<file path="config.mk">
export PLATFORM = sky130hd
export DESIGN_NAME = sha256_pad_loader_flat
export DESIGN_NICKNAME = d
export VERILOG_FILES = /design/src/rtl/sha256_pkg.sv /design/src/rtl/sha256_pad_loader_if.sv /design/src/rtl/sha256_digest_serializer.sv /design/src/rtl/sha256_pad_loader.sv /design/src/flat_wrapper.sv
export SDC_FILE = /design/constraint.sdc
export NUM_CORES = 2
export LEC_CHECK = 0
export BUFFER_PORTS_ARGS = -buffer_cell sky130_fd_sc_hd__buf_2
export CAP_MARGIN = 0
export CORE_MARGIN = 5
export CORE_UTILIZATION = 35
export DETAILED_ROUTE_END_ITERATION = 12
export GPL_TIMING_DRIVEN = 0
export PLACE_DENSITY_LB_ADDON = 0.3
export SLEW_MARGIN = 20
export SYNTH_ARGS = -nofsm -noshare
export SYNTH_HDL_FRONTEND = slang
export SYNTH_SLANG_ARGS = --single-unit
</file>
<file path="constraint.sdc">
create_clock -name clk -period 4.67 [get_ports clk]
set_clock_uncertainty 0.05 [all_clocks]
set_input_delay 0.2335 -clock clk [delete_from_list [all_inputs] [get_ports clk]]
set_output_delay 0.2335 -clock clk [all_outputs]
set_load 0.01 [all_outputs]
</file>
<file path="src/rtl/sha256_pkg.sv">
// Shared constants and state type for the SHA-256 padding/loading front end.
package sha256_pkg;

  localparam int BLOCK_W     = 512;
  localparam int DIGEST_W    = 256;
  localparam int LEN_FIELD_W = 64;
  localparam logic [7:0] PAD_BYTE = 8'h80;

  // Loader control states, visible on the debug port of the top.
  typedef enum logic [2:0] {
    ST_FILL     = 3'd0,
    ST_PAD      = 3'd1,
    ST_EMIT     = 3'd2,
    ST_WAIT_DIG = 3'd3,
    ST_SHIFT    = 3'd4
  } pad_state_t;

endpackage

</file>
<file path="src/rtl/sha256_pad_loader_if.sv">
// Bundle of the message, block, digest and digest-beat streams around the loader.
//
// Handshake rule for every valid/ready pair here: a beat transfers on a rising
// clock edge where valid and ready are both high. Once valid is raised, the
// sender keeps valid and its payload unchanged until that transfer happens.
// Valid never waits for ready. dig_valid is the exception: it is a one-cycle
// pulse with no ready.
interface sha256_pad_loader_if
  import sha256_pkg::*;
#(
  parameter int IN_W  = 8,
  parameter int OUT_W = 8
) ();

  logic                in_valid;
  logic                in_ready;
  logic [IN_W-1:0]     in_data;
  logic                in_last;

  logic                blk_valid;
  logic                blk_ready;
  logic [BLOCK_W-1:0]  blk_data;
  logic                blk_first;
  logic                blk_last;

  logic                dig_valid;
  logic [DIGEST_W-1:0] dig_in;

  logic                out_valid;
  logic                out_ready;
  logic [OUT_W-1:0]    out_data;
  logic                out_last;

  logic                busy;

  // The loader itself.
  modport master (
    input  in_valid, in_data, in_last, blk_ready, dig_valid, dig_in, out_ready,
    output in_ready, blk_valid, blk_data, blk_first, blk_last,
           out_valid, out_data, out_last, busy
  );

  // The surroundings: message source, compression core and digest sink.
  modport slave (
    output in_valid, in_data, in_last, blk_ready, dig_valid, dig_in, out_ready,
    input  in_ready, blk_valid, blk_data, blk_first, blk_last,
           out_valid, out_data, out_last, busy
  );

endinterface

</file>
<file path="src/rtl/sha256_digest_serializer.sv">
// Parallel-in / serial-out register returning the 256-bit digest MSB-first in
// OUT_W beats over a valid/ready stream.
module sha256_digest_serializer
  import sha256_pkg::*;
#(
  parameter int OUT_W = 8
) (
  input  logic                clk,
  input  logic                rst,
  input  logic                load,
  input  logic [DIGEST_W-1:0] load_data,
  output logic                out_valid,
  input  logic                out_ready,
  output logic [OUT_W-1:0]    out_data,
  output logic                out_last,
  output logic                done
);

  localparam int BEATS = DIGEST_W / OUT_W;
  localparam int CW    = $clog2(BEATS + 1);

  logic [DIGEST_W-1:0] shreg;
  logic [CW-1:0]       beat_cnt;
  logic                fire;

  assign fire     = out_valid && out_ready;
  assign out_data = shreg[DIGEST_W-1 -: OUT_W];
  assign done     = fire && out_last;

  // Load on request; afterwards each accepted beat shifts the next one up.
  always_ff @(posedge clk) begin
    if (rst) begin
      shreg     <= '0;
      beat_cnt  <= '0;
      out_valid <= 1'b0;
      out_last  <= 1'b0;
    end else if (load) begin
      shreg     <= load_data;
      beat_cnt  <= '0;
      out_valid <= 1'b1;
      out_last  <= (BEATS == 1);
    end else if (fire) begin
      shreg    <= shreg << OUT_W;
      beat_cnt <= beat_cnt + 1'b1;
      if (out_last) begin
        out_valid <= 1'b0;
        out_last  <= 1'b0;
      end else begin
        out_last <= (beat_cnt == CW'(BEATS - 2));
      end
    end
  end

endmodule

</file>
<file path="src/rtl/sha256_pad_loader.sv">
// Collects message beats into 512-bit blocks and adds the 0x80 marker, the
// zero fill and the 64-bit bit-length. It hands blocks to the compression core
// and streams the returned digest back out.
module sha256_pad_loader
  import sha256_pkg::*;
#(
  parameter int IN_W  = 8,
  parameter int OUT_W = 8,
  parameter int LEN_W = 32
) (
  input  logic               clk,
  input  logic               rst,
  sha256_pad_loader_if.master bus,
  output pad_state_t         dbg_state
);

  localparam int N         = BLOCK_W / IN_W;                  // beats per block
  localparam int LEN_START = (BLOCK_W - LEN_FIELD_W) / IN_W;  // first length beat
  localparam int CNT_W     = $clog2(N + 1);
  localparam logic [IN_W-1:0] MARK_BEAT = IN_W'(PAD_BYTE) << (IN_W - 8);

  pad_state_t             state;
  logic [BLOCK_W-1:0]     blk_buf;
  logic [CNT_W-1:0]       cnt;
  logic [LEN_W-1:0]       len_q;
  logic                   blk_valid_q;
  logic                   blk_first_q;
  logic                   blk_last_q;
  logic                   first_arm;    // next block emitted starts a message
  logic                   pad_pending;  // after this block, go pad again
  logic                   mark_done;    // 0x80 marker already placed
  logic                   len_here;     // this block ends with the length field

  logic                   in_fire;
  logic                   blk_fire;
  logic                   dig_load;
  logic                   ser_done;
  logic [IN_W-1:0]        pad_beat;
  logic                   len_here_now;
  logic [LEN_FIELD_W-1:0] len_field;
  logic [LEN_FIELD_W-1:0] len_sh;

  assign in_fire   = bus.in_valid && (state == ST_FILL);
  assign blk_fire  = blk_valid_q && bus.blk_ready;
  assign dig_load  = bus.dig_valid && (state == ST_WAIT_DIG);
  assign len_field = LEN_FIELD_W'(len_q);

  assign bus.in_ready  = (state == ST_FILL);
  assign bus.blk_valid = blk_valid_q;
  assign bus.blk_data  = blk_buf;
  assign bus.blk_first = blk_first_q;
  assign bus.blk_last  = blk_last_q;
  assign bus.busy      = !((state == ST_FILL) && (cnt == '0));
  assign dbg_state     = state;

  // Next padding beat: marker first, then zeros, then the length MSB-first.
  // A marker at or beyond LEN_START leaves no room for the length field.
  always_comb begin
    pad_beat     = '0;
    len_here_now = len_here;
    len_sh       = len_field << (IN_W * int'(cnt - CNT_W'(LEN_START)));
    if (!mark_done) begin
      pad_beat     = MARK_BEAT;
      len_here_now = (cnt < CNT_W'(LEN_START));
    end else if (len_here && (cnt >= CNT_W'(LEN_START))) begin
      pad_beat = len_sh[LEN_FIELD_W-1 -: IN_W];
    end
  end

  // Control FSM with the buffer, counters and registered block outputs.
  always_ff @(posedge clk) begin
    if (rst) begin
      state       <= ST_FILL;
      blk_buf     <= '0;
      cnt         <= '0;
      len_q       <= '0;
      blk_valid_q <= 1'b0;
      blk_first_q <= 1'b0;
      blk_last_q  <= 1'b0;
      first_arm   <= 1'b1;
      pad_pending <= 1'b0;
      mark_done   <= 1'b0;
      len_here    <= 1'b0;
    end else begin
      case (state)
        ST_FILL: begin
          if (in_fire) begin
            blk_buf <= {blk_buf[BLOCK_W-IN_W-1:0], bus.in_data};
            cnt     <= cnt + 1'b1;
            len_q   <= len_q + LEN_W'(IN_W);
            if (cnt == CNT_W'(N - 1)) begin
              // Buffer full: ship it; a final beat here defers all padding.
              state       <= ST_EMIT;
              blk_valid_q <= 1'b1;
              blk_first_q <= first_arm;
              blk_last_q  <= 1'b0;
              pad_pending <= bus.in_last;
              mark_done   <= 1'b0;
            end else if (bus.in_last) begin
              state     <= ST_PAD;
              mark_done <= 1'b0;
            end
          end
        end

        ST_PAD: begin
          blk_buf   <= {blk_buf[BLOCK_W-IN_W-1:0], pad_beat};
          cnt       <= cnt + 1'b1;
          mark_done <= 1'b1;
          len_here  <= len_here_now;
          if (cnt == CNT_W'(N - 1)) begin
            state       <= ST_EMIT;
            blk_valid_q <= 1'b1;
            blk_first_q <= first_arm;
            blk_last_q  <= len_here_now;
            // No room for the length: one more zeros-plus-length block follows.
            pad_pending <= !len_here_now;
            if (!len_here_now) begin
              len_here <= 1'b1;
            end
          end
        end

        ST_EMIT: begin
          if (blk_fire) begin
            blk_valid_q <= 1'b0;
            blk_first_q <= 1'b0;
            blk_last_q  <= 1'b0;
            first_arm   <= 1'b0;
            cnt         <= '0;
            if (blk_last_q) begin
              state <= ST_WAIT_DIG;
            end else if (pad_pending) begin
              state       <= ST_PAD;
              pad_pending <= 1'b0;
            end else begin
              state <= ST_FILL;
            end
          end
        end

        ST_WAIT_DIG: begin
          if (bus.dig_valid) begin
            state <= ST_SHIFT;
          end
        end

        ST_SHIFT: begin
          if (ser_done) begin
            state     <= ST_FILL;
            len_q     <= '0;
            first_arm <= 1'b1;
          end
        end

        default: state <= ST_FILL;
      endcase
    end
  end

  sha256_digest_serializer #(
    .OUT_W(OUT_W)
  ) u_ser (
    .clk      (clk),
    .rst      (rst),
    .load     (dig_load),
    .load_data(bus.dig_in),
    .out_valid(bus.out_valid),
    .out_ready(bus.out_ready),
    .out_data (bus.out_data),
    .out_last (bus.out_last),
    .done     (ser_done)
  );

endmodule

</file>
<file path="src/flat_wrapper.sv">
// flat-port wrapper written by rule: the top's interface ports become plain ports
module sha256_pad_loader_flat import sha256_pkg::*;
#(
  parameter int IN_W  = 8,
  parameter int OUT_W = 8,
  parameter int LEN_W = 32
)
  (clk, rst, dbg_state, bus_in_valid, bus_in_data, bus_in_last, bus_blk_ready, bus_dig_valid, bus_dig_in, bus_out_ready, bus_in_ready, bus_blk_valid, bus_blk_data, bus_blk_first, bus_blk_last, bus_out_valid, bus_out_data, bus_out_last, bus_busy);
  sha256_pad_loader_if #(.IN_W(IN_W), .OUT_W(OUT_W)) bus_i ();
  input  logic clk;
  input  logic rst;
  output pad_state_t dbg_state;
  input wire logic [$bits(bus_i.in_valid)-1:0] bus_in_valid;
  input wire logic [$bits(bus_i.in_data)-1:0] bus_in_data;
  input wire logic [$bits(bus_i.in_last)-1:0] bus_in_last;
  input wire logic [$bits(bus_i.blk_ready)-1:0] bus_blk_ready;
  input wire logic [$bits(bus_i.dig_valid)-1:0] bus_dig_valid;
  input wire logic [$bits(bus_i.dig_in)-1:0] bus_dig_in;
  input wire logic [$bits(bus_i.out_ready)-1:0] bus_out_ready;
  output wire logic [$bits(bus_i.in_ready)-1:0] bus_in_ready;
  output wire logic [$bits(bus_i.blk_valid)-1:0] bus_blk_valid;
  output wire logic [$bits(bus_i.blk_data)-1:0] bus_blk_data;
  output wire logic [$bits(bus_i.blk_first)-1:0] bus_blk_first;
  output wire logic [$bits(bus_i.blk_last)-1:0] bus_blk_last;
  output wire logic [$bits(bus_i.out_valid)-1:0] bus_out_valid;
  output wire logic [$bits(bus_i.out_data)-1:0] bus_out_data;
  output wire logic [$bits(bus_i.out_last)-1:0] bus_out_last;
  output wire logic [$bits(bus_i.busy)-1:0] bus_busy;
  assign bus_i.in_valid = bus_in_valid;
  assign bus_i.in_data = bus_in_data;
  assign bus_i.in_last = bus_in_last;
  assign bus_i.blk_ready = bus_blk_ready;
  assign bus_i.dig_valid = bus_dig_valid;
  assign bus_i.dig_in = bus_dig_in;
  assign bus_i.out_ready = bus_out_ready;
  assign bus_in_ready = bus_i.in_ready;
  assign bus_blk_valid = bus_i.blk_valid;
  assign bus_blk_data = bus_i.blk_data;
  assign bus_blk_first = bus_i.blk_first;
  assign bus_blk_last = bus_i.blk_last;
  assign bus_out_valid = bus_i.out_valid;
  assign bus_out_data = bus_i.out_data;
  assign bus_out_last = bus_i.out_last;
  assign bus_busy = bus_i.busy;
  sha256_pad_loader #(.IN_W(IN_W), .OUT_W(OUT_W), .LEN_W(LEN_W)) u_core (.clk(clk), .rst(rst), .bus(bus_i), .dbg_state(dbg_state));
endmodule
</file>
---- Yosys cells after proc, flatten, opt, wreduce, memory -nomap -nowiden ----
Index checks and enable logic that the tools add are counted.
word-level totals
  output and inout port bits .............. 530
  logic and storage cells ................. 114
  register bits after elaboration ......... 825
operators by class
  equality and inequality tests ........... 14
  magnitude comparators ................... 2
  add/sub/neg operators ................... 4
  reduce and logical (&&, ||, !) cells .... 27
  shifts and indexed selects .............. 1
  multiplexer cells ....................... 51
operators by type and width
  cell                   count
  $pmux 512 s2           1
  $mux 256               2
  $mux 512               1
  $mux 32                2
  $pmux 32 s2            1
  $shl 32x32->64         1
  $add 32x4->32 const B  1
  $mux 1                 24
  $mux 3                 8
  $pmux 7 s3             1
  $mux 8                 2
  $pmux 3 s5             1
  $mux 7                 2
  $pmux 1 s3             4
  $reduce_and 3->1       4
  $reduce_and 6->1       2
  $ne 2x1->1 const B     5
  $reduce_bool 2->1      5
  $sub 7x6->8 const B    1
  $add 7x1->7 const B    1
  $eq 7x6->1 const B     1
  $ge 7x6->1 const B     1
  $logic_and 1x1->1      7
  $logic_not 7->1        1
  15 further kinds       20

---- Longest topological paths before layout ----
  word-level depth ........................ 5
  mapped depth ............................ 8
  gate-level depth less buffers ........... 6

---- Hierarchy ----
Synthesis repeated with hierarchy kept, for this count alone.
second synthesis, totals
  cell total of the unflattened synthesis .. 4009
  area, all modules ....................... 32566.2 um^2
by module, submodules not included
  module                    seq. area each (um^2)  cells each  area each (um^2)  instances
  sha256_pad_loader         11170.7                2515        19944.1           1
  sha256_digest_serializer  5285.1                 1494        12622.1           1

---- Worst setup path after synthesis ----
No wires, ideal clock.
  path type ............................... register to register
  from .................................... register u_core.state[1] (netlist: u_core.dbg_state[1])
  to ...................................... register u_core.u_ser.shreg[100]
  stages on the path, launching flop included .. 8
  data required time ...................... 4.529 ns
  arrival ................................. 1.555 ns
  library setup time ...................... 0.091 ns
  setup slack ............................. 2.974 ns
  clock period less this slack ............ 1.696 ns
  cells stage by stage .................... dfxtp_1 -> buf_4 -> nand3_1 -> or2_2 -> buf_2 -> buf_2 -> buf_2 -> a311oi_1
on the way
  word-level cells in the longest chain between the ends .. 3
  elaborated cells on any way between the ends .. 4
  those cells by class .................... eq/ne: 1; mux: 1; reduce/logical: 2
ends and longest elaborated chain
  element                                               RTL line                        source
  from (decl)                                           sha256_pad_loader.sv:22         pad_state_t state;
  from (signal assigned)                                sha256_pad_loader.sv:73         state <= ST_FILL;
  from (signal assigned)                                sha256_pad_loader.sv:93         state <= ST_EMIT;
  from (signal assigned)                                sha256_pad_loader.sv:100        state <= ST_PAD;
  $eq 3x2->1 (*)                                        sha256_pad_loader.sv:45         assign dig_load = bus.dig_valid && (state == ST_WAIT_DIG);
  $logic_and 1x1->1 (*)                                 sha256_pad_loader.sv:45
  $mux 256 / $reduce_bool 2->1 (equally long branches)  -
  to (signal assigned)                                  sha256_digest_serializer.sv:38  shreg <= load_data;
  to (signal assigned)                                  sha256_digest_serializer.sv:43  shreg <= shreg << OUT_W;
  to (decl)                                             sha256_digest_serializer.sv:22  logic [DIGEST_W-1:0] shreg;
Every way passes the cells marked *; elsewhere a longest branch is shown, timed or not.
A chain may end at the register's enable or synchronous reset.

---- Worst setup path after layout ----
  from .................................... register u_core.state[2] (netlist: u_core.dbg_state[2])
  to ...................................... output port bus_busy
on the way
  word-level cells in the longest chain between the ends .. 3
ends and longest elaborated chain
  element            RTL line                 source
  $logic_not 3->1    sha256_pad_loader.sv:53  assign bus.busy = !((state == ST_FILL) && (cnt == '0));
  $logic_and 1x1->1  sha256_pad_loader.sv:53
  $logic_not 1->1    sha256_pad_loader.sv:53
  to (decl)          flat_wrapper.sv:28       output wire logic [$bits(bus_i.busy)-1:0] bus_busy;
Every way passes these cells.

==> results.md <==
- The run finished with clean final reports.
- In this run, synthesis produced a sequential element count of 822.
- Setup repair after global routing left no endpoint under its margin.
- The number of cells on the worst reg-to-reg path is 6.
- Cell internal power was estimated by the tool at 11.8 mW.
- 801 I/O pins were placed.
- The number of different library cells used by synthesis comes to 53.
- The final design instance area without fill is 0.0425 mm².
- The portion of total power attributed to the clock network is 47.4%.
- For this run, the leading register cell type out of synthesis is sky130_fd_sc_hd__dfxtp_1.
- Of the total synthesized cell area, the portion taken by full adders, half adders and majority gates is 0.241%.
- The area fraction in compound gates after synthesis is 16.6%.
- The global-route usage over all layers is 25.2%.
- Summing the sequential cell areas from Yosys gives 52.7% of the chip area.
- The number of antenna-violating nets in the routed design is 0.
- The type of the most critical hold path is input pin to register.
- The power share of the sequential group is 45.5%.
- For the worst setup path, the data required time is 4.39 ns.
- Buffers placed on the I/O ports in this run total 798.
- The end of the worst register-to-register path is u_core.bus.blk_data[284]$_SDFFE_PP0P_.
- The nature of the critical path startpoint is a register.
- The wire length of the first global-routing pass is 189 mm.
- The area of the core is 0.0884 mm².
- The initial core utilization is 35.3%.
- The buffer depth of the longest clock path is 3.
- The mean routed wirelength per cell is 20.0 µm.
- TritonCTS built the clock tree.
- The number of max-slew violations in the final report is 0.
- Clock-pin slew was measured on the worst setup and hold paths at 0.06 ns.
- The first detailed-routing pass took 8 iterations.
- In this run the worst path has a maximum fanout of 10.
- sky130_fd_sc_hd__dfxtp_1 takes more of the synthesized area than any other cell.
- The number of flops mapped to enable cells by yosys is 0.
- The share of the clock period used by the worst path after layout is 58.3%.
- The number of antenna violations at the first check in global routing came to 7.
- Of the total synthesized cell area, the portion taken by AND, OR, NAND and NOR gates is 24.2%.
- The starting DRC count in detailed routing is 2746.
- For this design the total switching power over the nets is 3.81 mW.
- The library cell with the highest instance count after synthesis is sky130_fd_sc_hd__nand2_1.
- The worst ir drop on vdd is 0.322 mV.
- In the final layout, the share of cells above drive strength 1 is 21.0%.
- Once layout is complete, the utilization of the core stands at 48.0%.
- The maximum number of pins on one net before global-route repair is 14.
- The final layout contains routed wiring with a total length of 128 mm.
- The dominant combinational cell family by area after synthesis is simple AND/OR/NAND/NOR gates.
- The leakage dissipation is 16.5 nW.
- CTS placed an instance of sky130_fd_sc_hd__clkbuf_16 at the clock tree root.
- The half-perimeter wire length after detailed placement is 95.8 mm.
- The final worst-path setup slack is 1.95 ns.
- The cell area that synthesis handed to floorplanning was 0.0312 mm².
- The synthesis-to-layout area growth is 36.1%.
- OpenSTA, run right after detailed placement, puts the worst setup slack at 1.52 ns.
- The number of non-filler instances in the completed layout is 6395.
- The proportion of synthesized area in mux cells is 0.521%.
- The count of clock tree sinks is 822.
- The floorplan step set the die width to 309 µm.
- The worst-case hold path end point is u_core.first_arm$_SDFFE_PP1P_.
- The relative max-transition margin is 41.4%.
- The combinational fraction of design power is 7.1%.
- Ranked by total cell area, the synthesized netlist is headed by sky130_fd_sc_hd__dfxtp_1, sky130_fd_sc_hd__nand2_1, sky130_fd_sc_hd__a21oi_1.
- In the routed layout, each cell is associated on average with a via count of 5.12.
- The DRC violation count after routing is 0.
- The fraction of power spent switching nets is 24.5%.
- The setup slack of the worst register-to-register path is 2.12 ns.
- The count of cells along the worst hold path is 4.
- Of the total synthesized cell area, the portion taken by XOR and XNOR cells is 0.926%.
- After layout, the design draws a total of 15.6 mW.
- The routed layout has 32800 vias.
- The synthesized design devotes to its leading area cell type 52.7% of total area.
- The quantity of gates resized following cts is 0.
- The element type at the critical path end is an output port.
- Dividing the synthesized area by the synthesized cell count gives 7.82 µm².
- At the end of routability-driven placement, the weighted congestion stood at 0.964.
- Setup violations remaining at the end of the flow were counted as 0.
- The actual slew at the worst max-slew pin is 0.880 ns.
- Power spread over the standard cell area amounts to 367 mW/mm².
- Subtracting the final worst setup slack from the clock period gives 2.72 ns.
- In this run the vertical extent of the chip is 309 µm.
- The commonest cells after synthesis are sky130_fd_sc_hd__nand2_1, sky130_fd_sc_hd__dfxtp_1, sky130_fd_sc_hd__a21oi_1.
- The startpoint of the lowest-slack register-to-register path is u_core.dbg_state[0]$_SDFFE_PP0P_.
- The floorplan step defined a die boundary enclosing 0.0952 mm².
- Clock latency on the worst-skew pair, taken at its later pin, is 0.64 ns.
- The fraction of registers with async set/reset is 0%.
- Row generation in the floorplan step produced 109 rows.
- The critical path start-end classification is register to output port.
- The startpoint of the lowest-slack hold path is bus_blk_ready.
- The net count of the finished layout is 5420.
- In the final timing run, aggregate negative setup slack is 0 ns.
- The cell count after synthesis came out at 3988.
- STA puts the critical path data arrival time at 2.44 ns.
- Across the run, the number of max-cap violations was 0.
- The number of global-route vias before repair is 31200.
- The net count after synthesis is 4265.
- The number of hold buffers added after CTS was 265.
- The instance count after placement with tap cells included is 5952.
- The area after detailed placement is 0.0367 mm².
- After clock tree synthesis, the setup repair step added 0 buffers.
- The count of warnings emitted by yosys is 0.
- The hold violation count in the final report is 0.
- The H-tree was split into 3 levels.
- Global routing finished with a remaining overflow of 0.
- Counting the buffers created by CTS gives 89.
- The maximum frequency from static timing analysis is 0.367 GHz.
- Final hold analysis gives a worst-case slack of 0.0790 ns.
[logic make-up after synthesis]
group,after synthesis
and+or+nand+nor,1945
buffers and inverters,344
xor gates and xnor gates,33
muxes,10
DFF,822
adders and majority gates,6
AOI/OAI and AO/OA,828
[power groups by stage]
stage / clock (mW) / sequential, mW / combinational, mW
after CTS: 7.48 / 7.08 / 1.09
after global placement: 0 / 7.24 / 0.907
after detailed placement: 0 / 7.24 / 0.906
final: 7.37 / 7.08 / 1.11
after global routing: 7.77 / 7.09 / 1.19
after floorplan: 0 / 7.24 / 0.485
[critical path, stage by stage (launching register included)]
cell                       delay [ns]
sky130_fd_sc_hd__dfxtp_1         0.32
sky130_fd_sc_hd__buf_4           0.17
sky130_fd_sc_hd__clkbuf_1        0.22
sky130_fd_sc_hd__nor3_1          0.58
sky130_fd_sc_hd__nand4b_1        0.29
sky130_fd_sc_hd__buf_2           0.22
[worst max-delay path by stage]
stage / from / endpoint / slack, ns / cells past startpoint
final: u_core.dbg_state[2]$_SDFFE_PP0P_ / bus_busy / 1.95 / 5
after global routing: u_core.dbg_state[2]$_SDFFE_PP0P_ / bus_busy / 1.80 / 5
after detailed placement: rst / u_core.bus.blk_data[372]$_SDFFE_PP0P_ / 1.52 / 5
after CTS: u_core.dbg_state[2]$_SDFFE_PP0P_ / bus_busy / 1.95 / 5
after floorplan: u_core.dbg_state[1]$_SDFFE_PP0P_ / u_core.u_ser.shreg[100]$_SDFFE_PP0P_ / 2.97 / 7
after global placement: rst / u_core.bus.blk_data[381]$_SDFFE_PP0P_ / 1.45 / 5
[registers in the layout, summed over array words and instances, names as in the netlist]
name / cells
u_core.u_ser.out_last: 1
u_core.bus.blk_valid: 1
u_core.dbg_state: 3
u_core.bus.blk_last: 1
u_core.u_ser.shreg: 256
u_core.first_arm: 1
u_core.cnt: 7
u_core.pad_pending: 1
u_core.len_here: 1
u_core.mark_done: 1
u_core.u_ser.beat_cnt: 6
u_core.bus.blk_first: 1
u_core.len_q: 29
u_core.bus.blk_data: 512
u_core.u_ser.out_valid: 1
[routing by layer]
layer | vias to the layer above | routed length [µm] | global-route usage, % | part of all wire, %
li1 | 15700 | - | - | -
met5 | - | 0 | 0 | 0
met4 | 0 | 7820 | 14.1 | 6.1
met1 | 15400 | 52600 | 31.3 | 41
met3 | 400 | 7850 | 4.75 | 6.1
met2 | 1298 | 59800 | 41.3 | 47
[layout by cell type, fill, tap and decap left out, types with 19 or more instances in the layout]
| master | synthesis | final |
|---|---|---|
| sky130_fd_sc_hd__buf_2 | 128 | 926 |
| sky130_fd_sc_hd__nand3_1 | 22 | 22 |
| sky130_fd_sc_hd__clkbuf_16 | 0 | 90 |
| sky130_fd_sc_hd__nor2_1 | 315 | 315 |
| sky130_fd_sc_hd__a21oi_1 | 536 | 536 |
| sky130_fd_sc_hd__clkbuf_1 | 180 | 196 |
| sky130_fd_sc_hd__a311oi_1 | 248 | 248 |
| sky130_fd_sc_hd__buf_1 | 19 | 19 |
| sky130_fd_sc_hd__nand2_1 | 1535 | 1535 |
| sky130_fd_sc_hd__dlygate4sd3_1 | 0 | 265 |
| sky130_fd_sc_hd__xor2_1 | 27 | 27 |
| sky130_fd_sc_hd__clkbuf_8 | 0 | 23 |
| sky130_fd_sc_hd__dfxtp_1 | 822 | 822 |
[cell type report]
type	instances	area (µm²)
inverters	7	26.3
repair buffers	1064	6660
flip-flops and latches	822	16500
fillers	8614	45900
plain buffers	337	1460
diodes	16	40.0
clock inverters	33	452
multi-input cells	2822	13300
clock buffers	129	2630
well taps	1165	1460
Power figures use the tool's default switching activity.
